<file path="src/rtl/mul_seq.sv">
// Sequential unsigned shift-add multiplier: SIZE x SIZE -> 2*SIZE product over SIZE
// iteration cycles, with a one-cycle P_we strobe when the product register updates.
module mul_seq #(
  parameter int SIZE = 8
) (
  input  logic              clk,
  input  logic              nReset,
  input  logic              start,
  input  logic [SIZE-1:0]   A,
  input  logic [SIZE-1:0]   B,
  output logic              busy,
  output logic [2*SIZE-1:0] P,
  output logic              P_we
);

  localparam int CW = (SIZE > 1) ? $clog2(SIZE) : 1;
  localparam logic [CW-1:0] LAST = CW'(SIZE - 1);

  typedef enum logic [1:0] {
    IDLE = 2'd0,
    RUN  = 2'd1,
    DONE = 2'd2
  } state_t;

  state_t            state_reg, state_next;
  logic [SIZE-1:0]   mcand_reg, mcand_next;
  logic [SIZE-1:0]   mplier_reg, mplier_next;
  logic [SIZE-1:0]   acc_hi_reg, acc_hi_next;
  logic [CW-1:0]     count_reg, count_next;
  logic [2*SIZE-1:0] p_reg, p_next;
  logic [SIZE:0]     sum;
  logic [2*SIZE-1:0] shifted;

  always_ff @(posedge clk) begin
    if (!nReset) begin
      state_reg  <= IDLE;
      mcand_reg  <= '0;
      mplier_reg <= '0;
      acc_hi_reg <= '0;
      count_reg  <= '0;
      p_reg      <= '0;
    end else begin
      state_reg  <= state_next;
      mcand_reg  <= mcand_next;
      mplier_reg <= mplier_next;
      acc_hi_reg <= acc_hi_next;
      count_reg  <= count_next;
      p_reg      <= p_next;
    end
  end

  always_comb begin
    state_next  = state_reg;
    mcand_next  = mcand_reg;
    mplier_next = mplier_reg;
    acc_hi_next = acc_hi_reg;
    count_next  = count_reg;
    p_next      = p_reg;

    sum     = {1'b0, acc_hi_reg} + (mplier_reg[0] ? {1'b0, mcand_reg} : '0);
    // Low product bits fall into the vacated top of the multiplier register
    shifted = {sum, mplier_reg[SIZE-1:1]};

    case (state_reg)
      IDLE: begin
        if (start) begin
          mcand_next  = A;
          mplier_next = B;
          acc_hi_next = '0;
          count_next  = '0;
          state_next  = RUN;
        end
      end
      RUN: begin
        acc_hi_next = shifted[2*SIZE-1:SIZE];
        mplier_next = shifted[SIZE-1:0];
        count_next  = count_reg + 1'b1;
        if (count_reg == LAST) begin
          p_next     = shifted;
          state_next = DONE;
        end
      end
      DONE:    state_next = IDLE;
      default: state_next = IDLE;
    endcase
  end

  assign busy = (state_reg != IDLE);
  assign P_we = (state_reg == DONE);
  assign P    = p_reg;

endmodule

</file>
<file path="config.mk">
export PLATFORM = sky130hd
export DESIGN_NAME = mul_seq
export DESIGN_NICKNAME = d
export VERILOG_FILES = /design/src/rtl/mul_seq.sv
export SDC_FILE = /design/constraint.sdc
export NUM_CORES = 1
export LEC_CHECK = 0
export ABC_AREA = 1
export CELL_PAD_IN_SITES_DETAIL_PLACEMENT = 1
export CELL_PAD_IN_SITES_GLOBAL_PLACEMENT = 1
export CORE_UTILIZATION = 34
export DETAILED_ROUTE_END_ITERATION = 8
export GPL_ROUTABILITY_DRIVEN = 1
export PLACE_DENSITY_LB_ADDON = 0.05
export SYNTH_ARGS = -nofsm -noshare
export SYNTH_HDL_FRONTEND = slang
export SYNTH_SLANG_ARGS = --single-unit
</file>
<file path="constraint.sdc">
create_clock -name clk -period 1.6 [get_ports clk]
set_input_delay 0.48 -clock clk [delete_from_list [all_inputs] [get_ports clk]]
set_output_delay 0.48 -clock clk [all_outputs]
set_load 0.005 [all_outputs]
</file>
Word level (Yosys, flattened, before mapping)

Cells that the tools add are included.

Register bits after elaboration: 45
Bits of input ports: 19
Output and inout port bits: 18
Logic and storage cells: 30

Add/sub/neg operators: 2
Eq/ne operators: 5
Mux-type cells: 10
Reduce and logical (&&, ||, !) cells: 7

Operators by type and width:

| operator                                                         | count |
|---|---|
| 8-bit one-hot mux with 2 select lines                            | 2 |
| 8-bit two-way mux                                                | 3 |
| 8-bit by 8-bit adder with 9-bit output                           | 1 |
| 2-bit AND reduction                                              | 4 |
| 3-bit one-hot mux with 2 select lines                            | 1 |
| 2-bit two-way mux                                                | 2 |
| 2-bit != test (second input constant)                            | 2 |
| 2-bit one-hot mux with 2 select lines                            | 1 |
| 2-bit nonzero test                                               | 2 |
| 3-bit by 1-bit adder with 3-bit output (second input constant)   | 1 |
| 3-bit == test (second input constant)                            | 1 |
| 3-bit two-way mux                                                | 1 |
| 2-bit by 1-bit == test with 1-bit output (second input constant) | 1 |
| 2-bit == test (second input constant)                            | 1 |
| 2-bit zero test                                                  | 1 |

Logic depth before layout (Yosys ltp)

Gate-level depths: netlist of the first run.

Word-level depth: 3
Mapped depth: 14
Mapped depth without buffers: 13

Worst setup path after synthesis of the first run

No wires, ideal clock.

Path kind: register to register
Start point: register mplier_reg[0]
End point: register p_reg[13], in the netlist P[13]
Library setup time: 0.109 ns
Data arrival time: 1.652 ns
Slack: -0.161 ns
Cell stages (with the launch flop): 14
Path buffers: 1
Clock period less this slack: 1.761 ns
Cell sequence: dfxtp_1 -> clkbuf_1 -> nand2_1 -> inv_1 -> ha_1 -> fa_1 -> nand2_1 -> nand3_1 -> nand3_1 -> nand3_1 -> nand2_1 -> nand2_1 -> nand2_1 -> inv_1

Cells in the longest elaborated chain, start to end: 2

Ends and longest elaborated chain:

| element                                | line | source |
|---|---|---|
| start, declared                        | 27   | `logic [SIZE-1:0] mplier_reg, mplier_next;` |
| start signal, assigned                 | 45   | `mplier_reg <= mplier_next;` |
| 8-bit two-way mux                      | 60   | `sum = {1'b0, acc_hi_reg} + (mplier_reg[0] ? {1'b0, mcand_reg} : '0);` |
| 8-bit by 8-bit adder with 9-bit output | 60   |  |
| end signal, assigned                   | 48   | `p_reg <= p_next;` |
| end, declared                          | 30   | `logic [2*SIZE-1:0] p_reg, p_next;` |

No other way between the ends.
A chain may end at the register's enable or synchronous reset.

Worst setup path after layout of the first run

Start point: register mplier_reg[0]
End point: register acc_hi_reg[3]

Cells in the longest elaborated chain, start to end: 3

Ends and longest elaborated chain:

| element                                | line | source |
|---|---|---|
| 8-bit two-way mux                      | 60   |  |
| 8-bit by 8-bit adder with 9-bit output | 60   |  |
| 8-bit one-hot mux with 2 select lines  | 64   | `case (state_reg)` |
| end signal, assigned                   | 46   | `acc_hi_reg <= acc_hi_next;` |
| end, declared                          | 28   | `logic [SIZE-1:0] acc_hi_reg, acc_hi_next;` |

No other way between the ends.

==> results of run 1 <==
-- routing by layer --
metal / vias to the layer above / GRT usage [%] / routed length [um]
met1: 945 / 24.8 / 2830
met3: 5 / 3.41 / 145
li1: 1053 / - / -
met2: 28 / 29.5 / 2680
met4: 0 / 5.26 / 63
met5: - / 0 / 0
-- through the flow --
step | std cells | utilization (%)
after CTS | 421 | 47.7
after floorplan | 296 | -
final | 423 | 50.4
after detailed placement | 413 | 45.6
after global placement | 413 | 45.6
after global routing | 423 | 50.4
-- final cells by class --
cell class,instances,area (sq um),share of cell area [%]
Clock buffer,6,82.6,2.70
Clock inverter,1,7.51,0.246
Inverter,42,168,5.49
Multi-Input combinational cell,198,1250,41.0
Sequential cell,45,925,30.3
Tap cell,75,93.8,3.07
Timing Repair Buffer,56,526,17.2
-- worst min path at each step --
stage          cells after the start                 startpoint                        end  slack, ns
6_report                           2  count_reg[2]$_SDFFE_PN0P_  count_reg[2]$_SDFFE_PN0P_       0.47
5_1_grt                            2          P[4]$_SDFFE_PN0P_          P[4]$_SDFFE_PN0P_       0.50
4_1_cts                            2  count_reg[2]$_SDFFE_PN0P_  count_reg[2]$_SDFFE_PN0P_       0.47
3_5_place_dp                       2  count_reg[1]$_SDFFE_PN0P_  count_reg[1]$_SDFFE_PN0P_       0.46
3_3_place_gp                       2  count_reg[1]$_SDFFE_PN0P_  count_reg[1]$_SDFFE_PN0P_       0.45
2_1_floorplan                      1  count_reg[0]$_SDFFE_PN0P_  count_reg[0]$_SDFFE_PN0P_       0.43
-- repair_timing --
action / in CTS / in global routing
pin swaps: 4 / 14
gates resized for setup: 40 / 35
setup endpoints to repair: 32 / 14
endpoints found under the hold margin: 0 / 0
setup buffers: 1 / 3
-- report_power, final --
part	leakage (uW)	internal (uW)	switching [uW]
sequential	0.000375	1170	30.3
combinational	0.00103	171	195
clock	0.0000433	342	396
total	0.00145	1680	621
-- cell usage in the layout (no fill, tap or decap) --
cell type        netlist  layout
buf_12                 0       3
a21oi_2                0       6
nand3_1               19      13
ha_1                  10       3
ha_4                   0       7
fa_2                   0       1
dfxtp_4                0       2
clkbuf_8               0       6
clkdlybuf4s50_1        0      18
xor2_1                 1       1
nand3_2                0       6
dfxtp_1               45      30
inv_6                  1       1
o21ai_1                4       6
nor2_4                 1       2
dfxtp_2                0      13
buf_4                  1      17
inv_4                  1       2
o21bai_1               3       3
nand3_4                1       1
inv_1                 37      31
inv_2                  3       8
nor2_8                 1       1
clkinvlp_4             0       1
a31oi_1                1       1
or2_4                  0       1
xnor2_1                1       1
nand2_1               65      53
o21a_1                 4       4
nand2_2                0       8
o21ai_0               33      31
nand3b_1               1       1
or2_1                  1       1
dlygate4sd2_1          0      18
nand2_4                2       6
o211ai_1               1       1
nor2_1                24      23
a21oi_1               23      17
-- worst max-delay path, stage by stage, from the launching register on --
cell,delay (ns)
dfxtp_4,0.38
nand2_2,0.06
inv_2,0.04
ha_4,0.15
fa_2,0.35
nand2_2,0.07
nand3_2,0.07
nand2_1,0.08
xor2_1,0.19
nand2_1,0.09
a21oi_2,0.13
-- cell usage after synthesis (all sizes together), types with 2 or more instances --
master / count
nand2: 67
dfxtp: 45
inv: 42
o21ai: 37
nor2: 26
a21oi: 23
nand3: 20
ha: 10
buf: 8
o21a: 4
clkbuf: 3
o21bai: 3
or2: 2
-- logic make-up after synthesis --
logic type | after synthesis | share of synthesized area, %
AOI/OAI and AO/OA | 69 | 16.8
buffers and inverters | 53 | 10.6
xor gates and xnor gates | 2 | 0.803
adders and majority gates | 11 | 6.65
and+or+nand+nor | 116 | 23.9
DFF | 45 | 41.3
==> flow_metrics.tcl, run 1 <==
set metrics [dict create \
    grt_pass1_vias 1965 \
    synth_seq_cells 45 \
    ff2ff_path_depth 10 \
    drive_above_1_share_pct 26.4 \
    drc 0 \
    setup_viol 4 \
    drv_slew 0 \
    pin_count 37 \
    finalSetupTns_ns -0.144 \
    syn_avg_cell_area_sq_um 7.37 \
    irDropWorstVdd_mv 0.444 \
    synth_area_sq_mm 0.00218 \
    drt_iter0_markers 77 \
    status "finished with violations" \
    root_buffer "clkbuf_8" \
    netlist.area_leader.share_pct 41.3 \
    num_antenna_cells 0 \
    wl_um 5720 \
    num_vias 2031 \
    slew_headroom_pct 82.2 \
    antenna_found_initial 0 \
    critPathCapture "acc_hi_reg[3]$_SDFFE_PN0P_" \
    cts_tree "yes" \
    min_period_over_period_pct 104 \
    largest_reg_flops 16 \
    syn2layout_area_growth_pct 40.0 \
    insertion_delay_ns 0.30 \
    synth_warnings 0 \
    yosysSeqAreaShare_pct 41.3 \
    core_area_sq_mm 0.00606 \
    r2r_start "mplier_reg[0]$_SDFFE_PN0P_" \
    required_ns 1.84 \
    max-clock-path-buffers 2 \
    finish.net_count 378 \
    die_y_um 82.1 \
    vias_per_cell 4.80 \
    design_area_sq_mm 0.00305 \
    synth_ff_type "dfxtp_1" \
    synth_area_leaders "dfxtp_1, nand2_1, o21ai_0, inv_1, ha_1" \
    die-area_sq_mm 0.00674 \
    rsz0062_at_grt "yes" \
    grt.total_usage_pct 18.3 \
    tightest_slew_ns 0.267 \
    syn_nets 326 \
    r2r-end "acc_hi_reg[3]$_SDFFE_PN0P_" \
    ys_types 30 \
    fin_ws_ns -0.0718 \
    dieWidth_um 82.1 \
    yosysTopAreaCell "dfxtp_1" \
    synth_edf_count 0 \
    fin_crit_ns 1.67 \
    row_count 28 \
    clk_pin_slew_worst_paths_ns 0.09 \
    grt_pass1_wl_um 9250 \
    fmax_mhz 598 \
    power.density_mw_per_mm2 753 \
    hold_viol_final 0 \
    ant_nets 0 \
    initial_core_util_pct 36.0 \
    overflow 0 \
    async_reset_ff_share_pct 0 \
    io_buffers 36 \
    cts.sink_count 45 \
    crit_type "reg -> reg" \
    fillCellCount 769 \
    arrival_ns 1.91 \
    hp-class "reg -> reg" \
    ctsHoldBuffers 0 \
    dpl.hpwl_um 4000 \
    rrSetupSlack_ns -0.07 \
    violations "setup timing" \
    firstDrtPassIters 4 \
    hold_ws_ns 0.472 \
    endpoint_kind "flip-flop" \
    routedWlPerCell_um 13.5 \
    grt_max_degree 34 \
    cp-start-kind "flip-flop" \
    placedInstanceArea_sq_mm 0.00276 \
    numCtsBuffers 5 \
    cap_violations 0 \
    leakage_uw 0.00145 \
    skew_ns 0.00462 \
    htreeDepth 2 \
    finalPower_uw 2300 \
    crit_fanout 6 \
    preCtsSetupSlack_ns -0.138 \
    synthCells 296 \
    critPathLaunch "mplier_reg[0]$_SDFFE_PN0P_" \
    gp_congestion 0.798 \
]
No activity file was read; power rests on OpenSTA's default activity.
==> run 2, diff against run 1 <==
--- a/config.mk
+++ b/config.mk
@@ -11,5 +11,4 @@
 export CORE_UTILIZATION = 34
 export DETAILED_ROUTE_END_ITERATION = 8
-export GPL_ROUTABILITY_DRIVEN = 1
 export PLACE_DENSITY_LB_ADDON = 0.05
 export SYNTH_ARGS = -nofsm -noshare
==> constraint.sdc (replaced) <==
create_clock -name clk -period 1.6 [get_ports clk]
set_input_delay 0.48 -clock clk [delete_from_list [all_inputs] [get_ports clk]]
set_output_delay 0.48 -clock clk [all_outputs]
set_load 0.1 [all_outputs]
==> run 2 against run 1 <==
The flow still finishes with violations (setup timing). Count of clock-buffer cells in the layout did not move. Maximum frequency increased by 1.3%. Wire length up 5.5%. Register-to-register slack improved by 0.02 ns. Clock power down 6.8%. Global-route usage is 1.1 points higher. Combinational power up 6.8%. Total power is 1.1% lower. Critical endpoint is now P[11]$_SDFFE_PN0P_. Largest cell class unchanged. Highest routed layer unchanged.
==> flow_metrics.tcl, run 2 (synthesis gave the netlist of run 1 again) <==
set metrics [dict create \
    status "finished with violations" \
    violations "setup timing" \
    ctsHoldBuffers 0 \
    gp_congestion 0.804 \
    firstDrtPassIters 4 \
    root_buffer "clkbuf_8" \
    hold_viol_final 0 \
    grt_pass1_vias 2107 \
    dieWidth_um 82.1 \
    drive_above_1_share_pct 27.6 \
    wl_um 6030 \
    num_antenna_cells 0 \
    final_cell_mix "nand2_1, dfxtp_1, inv_1" \
    row_count 28 \
    insertion_delay_ns 0.30 \
    endpoint_kind "flip-flop" \
    dpl.hpwl_um 4270 \
    numCtsBuffers 5 \
    fin_crit_ns 1.65 \
    hp-class "reg -> reg" \
    irDropWorstVdd_mv 0.436 \
    io_buffers 36 \
    drv_slew 0 \
    antenna_found_initial 0 \
    skew_ns 0.00790 \
    tightest_slew_ns 0.259 \
    cts_tree "yes" \
    die_y_um 82.1 \
    arrival_ns 1.85 \
    syn2layout_area_growth_pct 49.6 \
    dr_wl_met2_um 2970 \
    fin_util_pct 53.9 \
    overflow 0 \
    power.density_mw_per_mm2 697 \
    largest_reg_flops 16 \
    ant_nets 0 \
    cap_violations 0 \
    num_vias 2085 \
    die-area_sq_mm 0.00674 \
    finish.net_count 384 \
    drc 0 \
    cts.sink_count 45 \
    fmax_mhz 606 \
    crit_type "reg -> reg" \
    fin_ws_ns -0.0504 \
    cp-start-kind "flip-flop" \
    leakage_uw 0.00145 \
    grt_pass1_wl_um 9870 \
    layout_commonest_cell "nand2_1" \
    htreeDepth 2 \
    grt.total_usage_pct 19.4 \
    drt_iter0_markers 52 \
    routedWlPerCell_um 14.0 \
    initial_core_util_pct 36.0 \
    vias_per_cell 4.85 \
    crit_fanout 6 \
    max-clock-path-buffers 2 \
    slew_headroom_pct 82.7 \
    min_period_over_period_pct 103 \
    wl_met1_um 2840 \
    met3_wirelength_um 166 \
    core_area_sq_mm 0.00606 \
    pin_count 37 \
    setup_viol 6 \
    required_ns 1.80 \
    highest_layer "met4" \
    grt_max_degree 18 \
    rsz0062_at_grt "yes" \
    hold_ws_ns 0.475 \
    clk_pin_slew_worst_paths_ns 0.09 \
]
-- run 2: changes by cell type in the layout (fill, tap and decap cells not counted), sizes merged --
cell and delta:
clkinvlp -1, dlygate4sd2 -18, buf +24, clkinv +2
-- run 2: where the power goes --
group	switching [uW]	total [uW]	internal, uW
combinational	213	391	178
sequential	29.8	1200	1170
clock	385	688	303
-- run 2: repair_timing --
| item | 4_1_cts | 5_1_grt |
|---|---|---|
| setup endpoints to repair | 15 | 14 |
| resized for setup | 16 | 22 |
| pin swaps | 6 | 14 |
| setup buffers | 2 | 2 |
-- run 2: cell type report --
type / instances / area [sq um]
Clock buffer: 6 / 72.6
Clock inverter: 2 / 10.0
Fill cell: 724 / 2800
Inverter: 42 / 168
Multi-Input combinational cell: 198 / 1260
Sequential cell: 45 / 906
Tap cell: 75 / 93.8
Timing Repair Buffer: 62 / 752
-- run 2: worst max-delay path, cell delays in order, from the launching register on --
cell and delay (ns):
dfxtp_4 0.37, buf_6 0.13, nand2_4 0.06, inv_4 0.05, fa_2 0.36, nand2_2 0.07, nand3_2 0.07, nand2_1 0.08
xor2_1 0.08, buf_4 0.13, o21bai_1 0.11, inv_1 0.05
-- run 2: metal layers --
metal | vias up | track usage, %
li1 | 1062 | -
met1 | 982 | 24.5
met2 | 34 | 33.4
met3 | 7 | 3.74
met4 | 0 | 5.79
met5 | - | 0
-- run 2: path summary, 6_finish.rpt --
path                               from                    endpoint  slack [ns]  cells after the start
max          mplier_reg[0]$_SDFFE_PN0P_          P[11]$_SDFFE_PN0P_       -0.05                     11
min          mplier_reg[6]$_SDFFE_PN0P_  mplier_reg[6]$_SDFFE_PN0P_        0.47                      2
max reg2reg  mplier_reg[0]$_SDFFE_PN0P_          P[11]$_SDFFE_PN0P_       -0.05                     11
min reg2reg  mplier_reg[6]$_SDFFE_PN0P_  mplier_reg[6]$_SDFFE_PN0P_        0.47                      2
-- run 2: per-stage QoR --
step	power, uW	setup slack [ns]	instances	instance area, sq um	setup TNS (ns)
final	2280	-0.0504	430	3260	-0.119
after CTS	2290	-0.0692	428	3130	-0.119
after floorplan	1430	-0.0410	296	2230	-0.114
after global placement	1570	-0.114	418	2970	-1.19
after global routing	2390	-0.153	430	3260	-1.34
after detailed placement	1580	-0.157	418	2970	-2.06
